$ cat src/rtl/move_defs_pkg.sv
// move_defs: shared cube-move codes, colour codes, FSM state types and move helpers
// Codes 2..13 are valid moves; 0, 1, 14 and 15 terminate a batch.
// A move and its inverse differ only in bit 0.
package move_defs;
    localparam logic [3:0] R  = 4'd2;
    localparam logic [3:0] RI = 4'd3;
    localparam logic [3:0] U  = 4'd4;
    localparam logic [3:0] UI = 4'd5;
    localparam logic [3:0] F  = 4'd6;
    localparam logic [3:0] FI = 4'd7;
    localparam logic [3:0] L  = 4'd8;
    localparam logic [3:0] LI = 4'd9;
    localparam logic [3:0] B  = 4'd10;
    localparam logic [3:0] BI = 4'd11;
    localparam logic [3:0] D  = 4'd12;
    localparam logic [3:0] DI = 4'd13;

    typedef enum logic [2:0] {C_WHITE, C_YELLOW, C_RED, C_ORANGE, C_GREEN, C_BLUE} color_t;
    typedef enum logic {L_IDLE, L_PUSH} load_state_t;
    typedef enum logic {D_IDLE, D_WAIT} disp_state_t;

    function automatic logic is_move(input logic [3:0] m);
        return m >= R && m <= DI;
    endfunction

    function automatic logic [3:0] inverse(input logic [3:0] m);
        return m ^ 4'd1;
    endfunction
endpackage

$ cat src/rtl/move_ring_buffer.sv
// move_ring_buffer: DEPTH x 4-bit circular queue with head pop and tail pop
// Ports: clock_25mhz/reset (sync, active-high); clear empties the queue;
// push writes push_data at the tail; pop_head drops the oldest entry;
// pop_tail drops the newest entry; head_data/tail_data show the oldest/newest
// entries; count is the occupancy. The caller never pushes and tail-pops
// together, and never pushes when full.
module move_ring_buffer #(
    parameter int DEPTH = 64
) (
    input  logic                     clock_25mhz,
    input  logic                     reset,
    input  logic                     clear,
    input  logic                     push,
    input  logic [3:0]               push_data,
    input  logic                     pop_head,
    input  logic                     pop_tail,
    output logic [3:0]               head_data,
    output logic [3:0]               tail_data,
    output logic [$clog2(DEPTH):0]   count
);
    localparam int AW = $clog2(DEPTH);
    localparam int CW = AW + 1;

    logic [3:0]    mem [DEPTH];
    logic [AW-1:0] head;
    logic [AW-1:0] tail;
    logic [AW-1:0] tail_prev;

    assign tail_prev = tail - 1'b1;
    assign head_data = mem[head];
    assign tail_data = mem[tail_prev];

    always_ff @(posedge clock_25mhz) begin
        if (reset || clear) begin
            head  <= '0;
            tail  <= '0;
            count <= '0;
        end else begin
            tail  <= push ? tail + 1'b1 : pop_tail ? tail_prev : tail;
            head  <= pop_head ? head + 1'b1 : head;
            count <= count + CW'(push) - CW'(pop_head) - CW'(pop_tail);
        end
    end

    always_ff @(posedge clock_25mhz) begin
        if (push) mem[tail] <= push_data;
    end
endmodule

$ cat src/rtl/move_queue.sv
// move_queue: buffers batches of cube moves, cancels move/inverse pairs, dispatches to the stepper
// Ports: clock_25mhz/reset (sync, active-high); load latches batch (slot 0 first);
// flush empties the queue and aborts loading; run enables dispatch;
// next_move/move_start present a move to the stepper, move_done ends it;
// load_busy, count, empty, full, overflow (sticky), dispatched and idle report status.
module move_queue
    import move_defs::*;
#(
    parameter int BATCH     = 50,
    parameter int DEPTH     = 64,
    parameter bit CANCEL_EN = 1'b1
) (
    input  logic                     clock_25mhz,
    input  logic                     reset,
    input  logic                     load,
    input  logic [BATCH*4-1:0]       batch,
    input  logic                     flush,
    input  logic                     run,
    output logic [3:0]               next_move,
    output logic                     move_start,
    input  logic                     move_done,
    output logic                     load_busy,
    output logic [$clog2(DEPTH):0]   count,
    output logic                     empty,
    output logic                     full,
    output logic                     overflow,
    output logic [15:0]              dispatched,
    output logic                     idle
);
    localparam int CW = $clog2(DEPTH) + 1;
    localparam int IW = $clog2(BATCH + 1);

    load_state_t        l_state, l_next;
    disp_state_t        d_state, d_next;
    logic [BATCH*4-1:0] slots;
    logic [IW-1:0]      idx;
    logic [3:0]         m;
    logic [3:0]         head_data;
    logic [3:0]         tail_data;
    logic               slot_valid;
    logic               pop;
    logic               cancel;
    logic               push;
    logic               drop;

    // The latched batch shifts down one slot per cycle, so the current slot is always bits [3:0].
    assign m          = slots[3:0];
    assign slot_valid = l_state == L_PUSH && is_move(m) && !flush;
    assign pop        = d_state == D_IDLE && run && count != '0 && !flush;
    // With one entry the head is the tail, so a same-cycle pop removes the entry we would cancel against.
    assign cancel     = CANCEL_EN && slot_valid && count != '0 && tail_data == inverse(m) && !(pop && count == CW'(1));
    assign push       = slot_valid && !cancel && count != CW'(DEPTH);
    assign drop       = slot_valid && !cancel && count == CW'(DEPTH);

    assign load_busy  = l_state == L_PUSH;
    assign empty      = count == '0;
    assign full       = count == CW'(DEPTH);
    assign idle       = empty && !load_busy && d_state == D_IDLE;

    move_ring_buffer #(.DEPTH(DEPTH)) u_ring (
        .clock_25mhz (clock_25mhz),
        .reset       (reset),
        .clear       (flush),
        .push        (push),
        .push_data   (m),
        .pop_head    (pop),
        .pop_tail    (cancel),
        .head_data   (head_data),
        .tail_data   (tail_data),
        .count       (count)
    );

    always_comb begin
        l_next = l_state;
        d_next = d_state;
        if (flush) l_next = L_IDLE;
        else if (l_state == L_IDLE) l_next = load ? L_PUSH : L_IDLE;
        else l_next = (!is_move(m) || idx == IW'(BATCH - 1)) ? L_IDLE : L_PUSH;
        if (d_state == D_IDLE) d_next = pop ? D_WAIT : D_IDLE;
        else d_next = move_done ? D_IDLE : D_WAIT;
    end

    always_ff @(posedge clock_25mhz) begin
        if (reset) begin
            l_state    <= L_IDLE;
            d_state    <= D_IDLE;
            slots      <= '0;
            idx        <= '0;
            next_move  <= '0;
            move_start <= 1'b0;
            overflow   <= 1'b0;
            dispatched <= '0;
        end else begin
            l_state    <= l_next;
            d_state    <= d_next;
            move_start <= pop;
            overflow   <= flush ? 1'b0 : overflow | drop;
            if (pop) begin
                next_move  <= head_data;
                dispatched <= dispatched + 16'd1;
            end
            if (l_state == L_IDLE && load) begin
                slots <= batch;
                idx   <= '0;
            end else if (l_state == L_PUSH) begin
                slots <= slots >> 4;
                idx   <= idx + 1'b1;
            end
        end
    end
endmodule

$ cat config.mk
export PLATFORM = sky130hd
export DESIGN_NAME = move_queue
export DESIGN_NICKNAME = d
export VERILOG_FILES = /design/src/rtl/move_defs_pkg.sv /design/src/rtl/move_ring_buffer.sv /design/src/rtl/move_queue.sv
export SDC_FILE = /design/constraint.sdc
export NUM_CORES = 1
export LEC_CHECK = 0
export BUFFER_PORTS_ARGS = -buffer_cell sky130_fd_sc_hd__buf_4
export CORE_MARGIN = 3
export CORE_UTILIZATION = 30
export CTS_BUF_LIST = sky130_fd_sc_hd__clkbuf_4 sky130_fd_sc_hd__clkbuf_8
export DETAILED_ROUTE_END_ITERATION = 10
export PLACE_DENSITY_LB_ADDON = 0.05
export SLEW_MARGIN = 20
export SYNTH_ARGS = -nofsm -noshare
export SYNTH_HDL_FRONTEND = slang
export SYNTH_SLANG_ARGS = --single-unit
export TNS_END_PERCENT = 100
$ cat constraint.sdc
create_clock -name clock_25mhz -period 5.1 [get_ports clock_25mhz]
set_input_delay 0.255 -clock clock_25mhz [delete_from_list [all_inputs] [get_ports clock_25mhz]]
set_output_delay 0.255 -clock clock_25mhz [all_outputs]
set_load 0.005 [all_outputs]
## Yosys cells after proc, flatten, opt, wreduce, memory -nomap -nowiden

Memories as Yosys holds them, arrays and structs flattened. A register that Yosys moved wholly into a read port is not among the register bits.
Index checks and enable logic that the tools add are counted.

| storage, ports and cells | value |
|---|---|
| bits in registers | 245 |
| RAM bits | 256 |
| bits of input ports | 206 |
| output and inout port bits | 33 |
| logic and storage cells | 71 |
| memories | 1 |

| operators by class | value |
|---|---|
| add/subtract/negate cells | 8 |
| $lt $le $gt $ge | 2 |
| equal/unequal tests | 5 |
| multiplexer cells | 12 |
| bitwise operators | 4 |
| reduce and logical (&&, ||, !) cells | 29 |

Memories:

| memory | words | bits a word | read ports | clocked after memory_dff | wr ports | RTL line | RTL |
|---|---|---|---|---|---|---|---|
| u_ring.mem | 64 | 4 | 2 | 1 | 1 | move_ring_buffer.sv:24 | `logic [3:0] mem [DEPTH];` |

Operators with widths:

| operator | number |
|---|---|
| 200-bit two-way mux | 2 |
| 6-bit by 1-bit adder with 6-bit output, second input constant | 3 |
| 16-bit by 1-bit adder with 16-bit output, second input constant | 1 |
| 1-bit logical AND | 16 |
| 7-bit by 1-bit subtractor with 7-bit output | 2 |
| 6-bit two-way mux | 2 |
| 1-bit two-way mux | 8 |
| 7-bit by 1-bit adder with 7-bit output | 1 |
| 7-bit by 1-bit == test with 1-bit output, second input constant | 1 |
| 7-bit == test, second input constant | 1 |
| 7-bit zero test | 1 |
| 7-bit != test, second input constant | 1 |
| 7-bit nonzero test | 1 |
| 6-bit == test, second input constant | 1 |
| 6-bit by 1-bit subtractor with 6-bit output, second input constant | 1 |
| 1-bit zero test | 5 |
| 4-bit == test | 1 |
| 4-bit by 2-bit >= comparator with 1-bit output, second input constant | 1 |
| 4-bit <= comparator, second input constant | 1 |
| 2-bit nonzero test | 2 |
| 2-bit OR reduction | 2 |
| 1-bit NOT | 3 |
| 1-bit logical OR | 2 |
| 1-bit bitwise OR | 1 |

## Logic depth before layout (Yosys ltp)

| depth | value |
|---|---|
| word-level depth | 13 |
| depth in mapped cells | 30 |
| mapped depth without buffers | 22 |

## By module

Synthesis repeated with hierarchy kept, for this count alone.

| unflattened totals | value |
|---|---|
| cells, all modules | 2095 |
| area total of the unflattened synthesis | 23830.4 µm² |

Modules (own cells, without submodules):

| module | instances | cells an instance | area an instance (µm²) | sequential area each (µm²) |
|---|---|---|---|---|
| move_ring_buffer | 1 | 839 | 13538.0 | 8187.9 |
| move_queue | 1 | 1256 | 10292.4 | 4604.4 |

## Least setup slack after synthesis

No wires, ideal clock.

| timing path | value |
|---|---|
| kind | reg2reg |
| from | register u_ring.tail[0] |
| to | register u_ring.count[5] |
| setup time | 0.128 ns |
| data arrival time | 5.393 ns |
| data required time | 4.972 ns |
| setup slack | -0.421 ns |
| cell stages (with the launch flop) | 29 |
| buffers on the path | 6 |
| clock period less this slack | 5.521 ns |
| path through | dfxtp_1 -> buf_2 -> buf_6 -> buf_6 -> inv_1 -> ha_1 -> buf_2 -> clkinv_1 -> mux4_2 -> mux2_2 -> o21ai_0 -> o32ai_2 -> xnor2_1 -> or4b_4 -> o21ai_2 -> buf_4 -> buf_4 -> inv_2 -> ha_1 -> a21oi_1 -> ha_1 -> inv_1 -> ha_1 -> inv_1 -> fa_1 -> o21bai_1 -> a21oi_1 -> xnor2_1 -> nor2_1 |

| between the ends | value |
|---|---|
| cells in the longest elaborated chain, start to end | 11 |

Ends and longest elaborated chain:

| what | RTL line | RTL |
|---|---|---|
| start: declaration | move_ring_buffer.sv:26 | `logic [AW-1:0] tail;` |
| start signal: assignment | move_ring_buffer.sv:39 | `tail <= push ? tail + 1'b1 : pop_tail ? tail_prev : tail;` |
| 6-bit by 1-bit subtractor with 6-bit output * | move_ring_buffer.sv:29 | `assign tail_prev = tail - 1'b1;` |
| memory read 64 x 4 bit * | - |  |
| 4-bit == test * | move_queue.sv:51 | `assign cancel = CANCEL_EN && slot_valid && count != '0 && tail_data == inverse(m) && !(pop && count == CW'(1)) ...` |
| 1-bit logical AND * (2 in series) | move_queue.sv:51 |  |
| 1-bit zero test | move_queue.sv:52 | `assign push = slot_valid && !cancel && count != CW'(DEPTH);` |
| 1-bit logical AND (2 in series) | move_queue.sv:52 |  |
| 7-bit by 1-bit adder with 7-bit output | move_ring_buffer.sv:41 | `count <= count + CW'(push) - CW'(pop_head) - CW'(pop_tail);` |
| 7-bit by 1-bit subtractor with 7-bit output | move_ring_buffer.sv:41 |  |
| 7-bit by 1-bit subtractor with 7-bit output * | move_ring_buffer.sv:41 |  |
| end signal: assignment | move_ring_buffer.sv:41 |  |
| end: declaration | move_ring_buffer.sv:19 | `output logic [$clog2(DEPTH):0] count` |

Mark *: on every way between the ends. The rest lies on a longest branch, timed or not.
A chain may end at the register's enable or synchronous reset.

## Worst setup path after layout

| timing path | value |
|---|---|
| from | register u_ring.tail[0] |
| to | register u_ring.count[6] |

The elaborated chain is that of the path after synthesis.

==> impl_metrics.yaml <==
clocking:
  numCtsBuffers: 96
  tritoncts: "yes"
  htreeDepth: 3
  cts-root-buf: "clkbuf_8"
  clock_latency_ps: 700
  clockBufferDepth: 3
  clkSinkCount: 505
  clk_pin_slew_ps: 60
floorplan:
  die_h_um: 287
  die-width_um: 287
  die-area_um2: 82500
  rows: 102
  start_util_pct: 30.5
  core_area_um2: 77800
  ioPinCount: 239
global_routing:
  grt_pass1_wl_mm: 113
  grt_overflow: 0
  antenna_found_initial: 2
  grt_max_degree: 230
  grt_pass1_vias: 17961
  track_usage_pct: 17.9
drt:
  dr_total_vias: 17727
  antenna_left: 0
  drc: 0
  dr.pass1.iters: 5
  wl_per_cell_um: 21.1
  dr.first_iter.drc_count: 1182
  vias_per_cell: 4.95
  postRouteWirelength_mm: 75.6
power:
  vdd_drop_max_mv: 0.175
  power_density_nw_per_um2: 319
  p_leak_nw: 11.8
  power.total_mw: 9.86
worst_setup_path:
  r2r_slack_ps: 170
  path_class: "reg -> reg"
  critPathRequiredTime_ps: 5710
  reg2reg_from: "u_ring.tail[0]"
  cp_data_arrival_time_ps: 5540
  end_kind: "flop"
  reg2reg_to: "u_ring.count[6]"
  critPathMaxFanout: 15
  startpoint_type: "flop"
  r2r_cells: 23
sta:
  worst_slack_ps: 173
  setup_violations: 0
  hold_violations: 0
  relSlewSlack_pct: 27.6
  drv_slew: 0
  timing.fmax_mhz: 203
  worst_slew_pin_slew_ps: 1080
  period_minus_slack_ps: 4930
  fin_tns_setup_ps: 0
  finClkSkew_ps: 34.3
  post-route-period-util_pct: 96.6
synth:
  synth-edff-count: 256
  syn_inst: 2029
  yosysWarnings: 0
  synth_nets: 2252
  netlist_area_um2: 23700
  synth-seq-area-share_pct: 53.4
  ys_seq_elements: 505
  synthArstFlopShare_pct: 0
  syn_area_per_cell_um2: 11.7
  ys_types: 59
  yosys_most_used_dff: "edfxtp_1"
placement:
  place.port_buffers: 238
  dp_slack_ps: 128
  gp_congestion: 0.865
  hpwl_mm: 49.9
  dp.cells: 3194
final_layout:
  fillers: 7529
  drive_above_1_share_pct: 25.3
  multiInputGateArea_um2: 10400
  final_cells: 3584
  seq_area_um2: 12700
  post-route-util_pct: 39.7
  finalNetCount: 2688
  synthToLayoutAreaGrowth_pct: 30.1
outcome:
  status: "finished clean"
worst_hold_path:
  hold_class: "in -> reg"
  worstHoldStart: "reset"
  hold_end: "move_start"
  hold_depth: 2
flow_run:
  drv_cap: 0
==> worst max path at each step <==
| stage | from | to |
|---|---|---|
| 6_report | u_ring.tail[0] | u_ring.count[6] |
| 5_1_grt | u_ring.tail[0] | u_ring.count[6] |
| 2_1_floorplan | u_ring.tail[0] | u_ring.count[6] |
| 3_3_place_gp | u_ring.tail[0] | u_ring.count[6] |
| 4_1_cts | u_ring.tail[0] | u_ring.count[6] |
| 3_5_place_dp | u_ring.tail[0] | u_ring.count[6] |
==> state kept, by name (all words and copies together), names as in the netlist, 4 cells and up <==
name and cells:
u_ring.mem 256, slots 200, dispatched 16, idx 6, u_ring.tail 6, next_move 4
u_ring.head 6, u_ring.count 7
==> logic make-up after synthesis <==
logic type	synth area share [%]
xor+xnor	1.44
flops	53.4
buf+inv	3.12
compound gates	6.08
simple gates	11.8
fa+ha+maj	0.928
mux	23.2
==> metal layers <==
| layer | track usage (%) | wire (um) |
|---|---|---|
| met4 | 6.86 | 2760 |
| met3 | 4.23 | 4860 |
| met1 | 23.1 | 32400 |
| met2 | 29.2 | 35600 |
| met5 | 0 | 12 |
==> repair_timing <==
action / in CTS / in global routing
resized for setup: 0 / 12
setup endpoints to repair: 0 / 2
hold buffers: 202 / 0
endpoints found under the hold margin: 206 / 0
buffers inserted: 0 / 8
==> synth_stat cells, types with 3 or more instances <==
cell type / n / share of area [%]
inv_1: 13 / 0.21
mux2i_1: 214 / 9.0
a211oi_1: 4 / 0.13
nand2_1: 60 / 0.95
nor3_1: 50 / 1.1
and3_1: 5 / 0.13
or3_1: 10 / 0.26
nor3b_1: 5 / 0.16
mux4_2: 148 / 14
xor2_1: 22 / 0.81
ha_1: 16 / 0.84
nor2b_1: 3 / 0.079
o21a_1: 3 / 0.095
nor4_1: 16 / 0.42
buf_6: 5 / 0.24
o22ai_1: 5 / 0.13
nand3_1: 21 / 0.44
buf_2: 13 / 0.27
nor2_1: 452 / 7.2
a21oi_1: 217 / 4.6
nand2b_1: 9 / 0.24
nand4_1: 12 / 0.32
o21ai_0: 24 / 0.51
buf_1: 42 / 0.66
dfxtp_1: 249 / 21
clkbuf_1: 94 / 1.5
or2_1: 3 / 0.079
edfxtp_1: 256 / 32
buf_4: 7 / 0.22
or2_2: 4 / 0.11
xnor2_1: 14 / 0.52
==> cell usage in the layout (no fill, tap or decap), types with 13 or more instances in the layout <==
cell type / netlist / final
a21oi_1: 217 / 214
clkbuf_8: 0 / 109
mux4_2: 148 / 148
nor4_1: 16 / 13
clkinv_1: 1 / 21
clkbuf_4: 0 / 21
dlygate4sd3_1: 0 / 202
edfxtp_1: 256 / 256
nand2_1: 60 / 60
nor3_1: 50 / 50
xnor2_1: 14 / 13
buf_4: 7 / 282
dfxtp_1: 249 / 241
nand3_1: 21 / 21
clkinv_2: 0 / 15
xor2_1: 22 / 22
o21ai_0: 24 / 22
nor2_1: 452 / 452
mux2i_1: 214 / 210
==> power breakdown <==
group | switching (mW) | internal [mW] | total, mW
clock network | 1.81 | 2.23 | 4.04
logic | 0.654 | 0.662 | 1.32
registers | 0.105 | 4.40 | 4.51
total | 2.57 | 7.29 | 9.86
==> worst max-delay path, stage by stage (launching register included) <==
cell	delay (ps)
dfxtp_4	390
inv_8	80
ha_4	210
xor2_4	270
buf_4	340
mux2i_2	380
a32o_1	200
o32ai_2	120
xnor2_2	190
or4b_4	530
buf_4	170
o21ai_4	160
inv_2	60
ha_4	150
a21oi_2	100
ha_2	190
inv_1	40
ha_1	290
a21oi_2	140
o21bai_1	100
a21oi_1	150
nor2_1	70
or3_1	370
a21oi_1	140
==> metrics by stage <==
| step | instance area (um2) | hold slack [ps] |
|---|---|---|
| global placement | 26700 | 453 |
| CTS | 30700 | 15.0 |
| detailed placement | 26700 | 459 |
| global route | 30900 | 64.2 |
| floorplan | 23800 | 437 |
| finish | 30900 | 70.1 |
==> area by class of cell <==
class	count	share of cell area (%)
multi-input combinational	1348	33.7
sequential	505	41.1
antenna	1	0.00810
clock inverter	46	0.977
tap	1040	4.21
clock buffer	130	5.37
timing repair buffer	499	14.3
inverter	15	0.247
(Power assumes the default switching activity.)
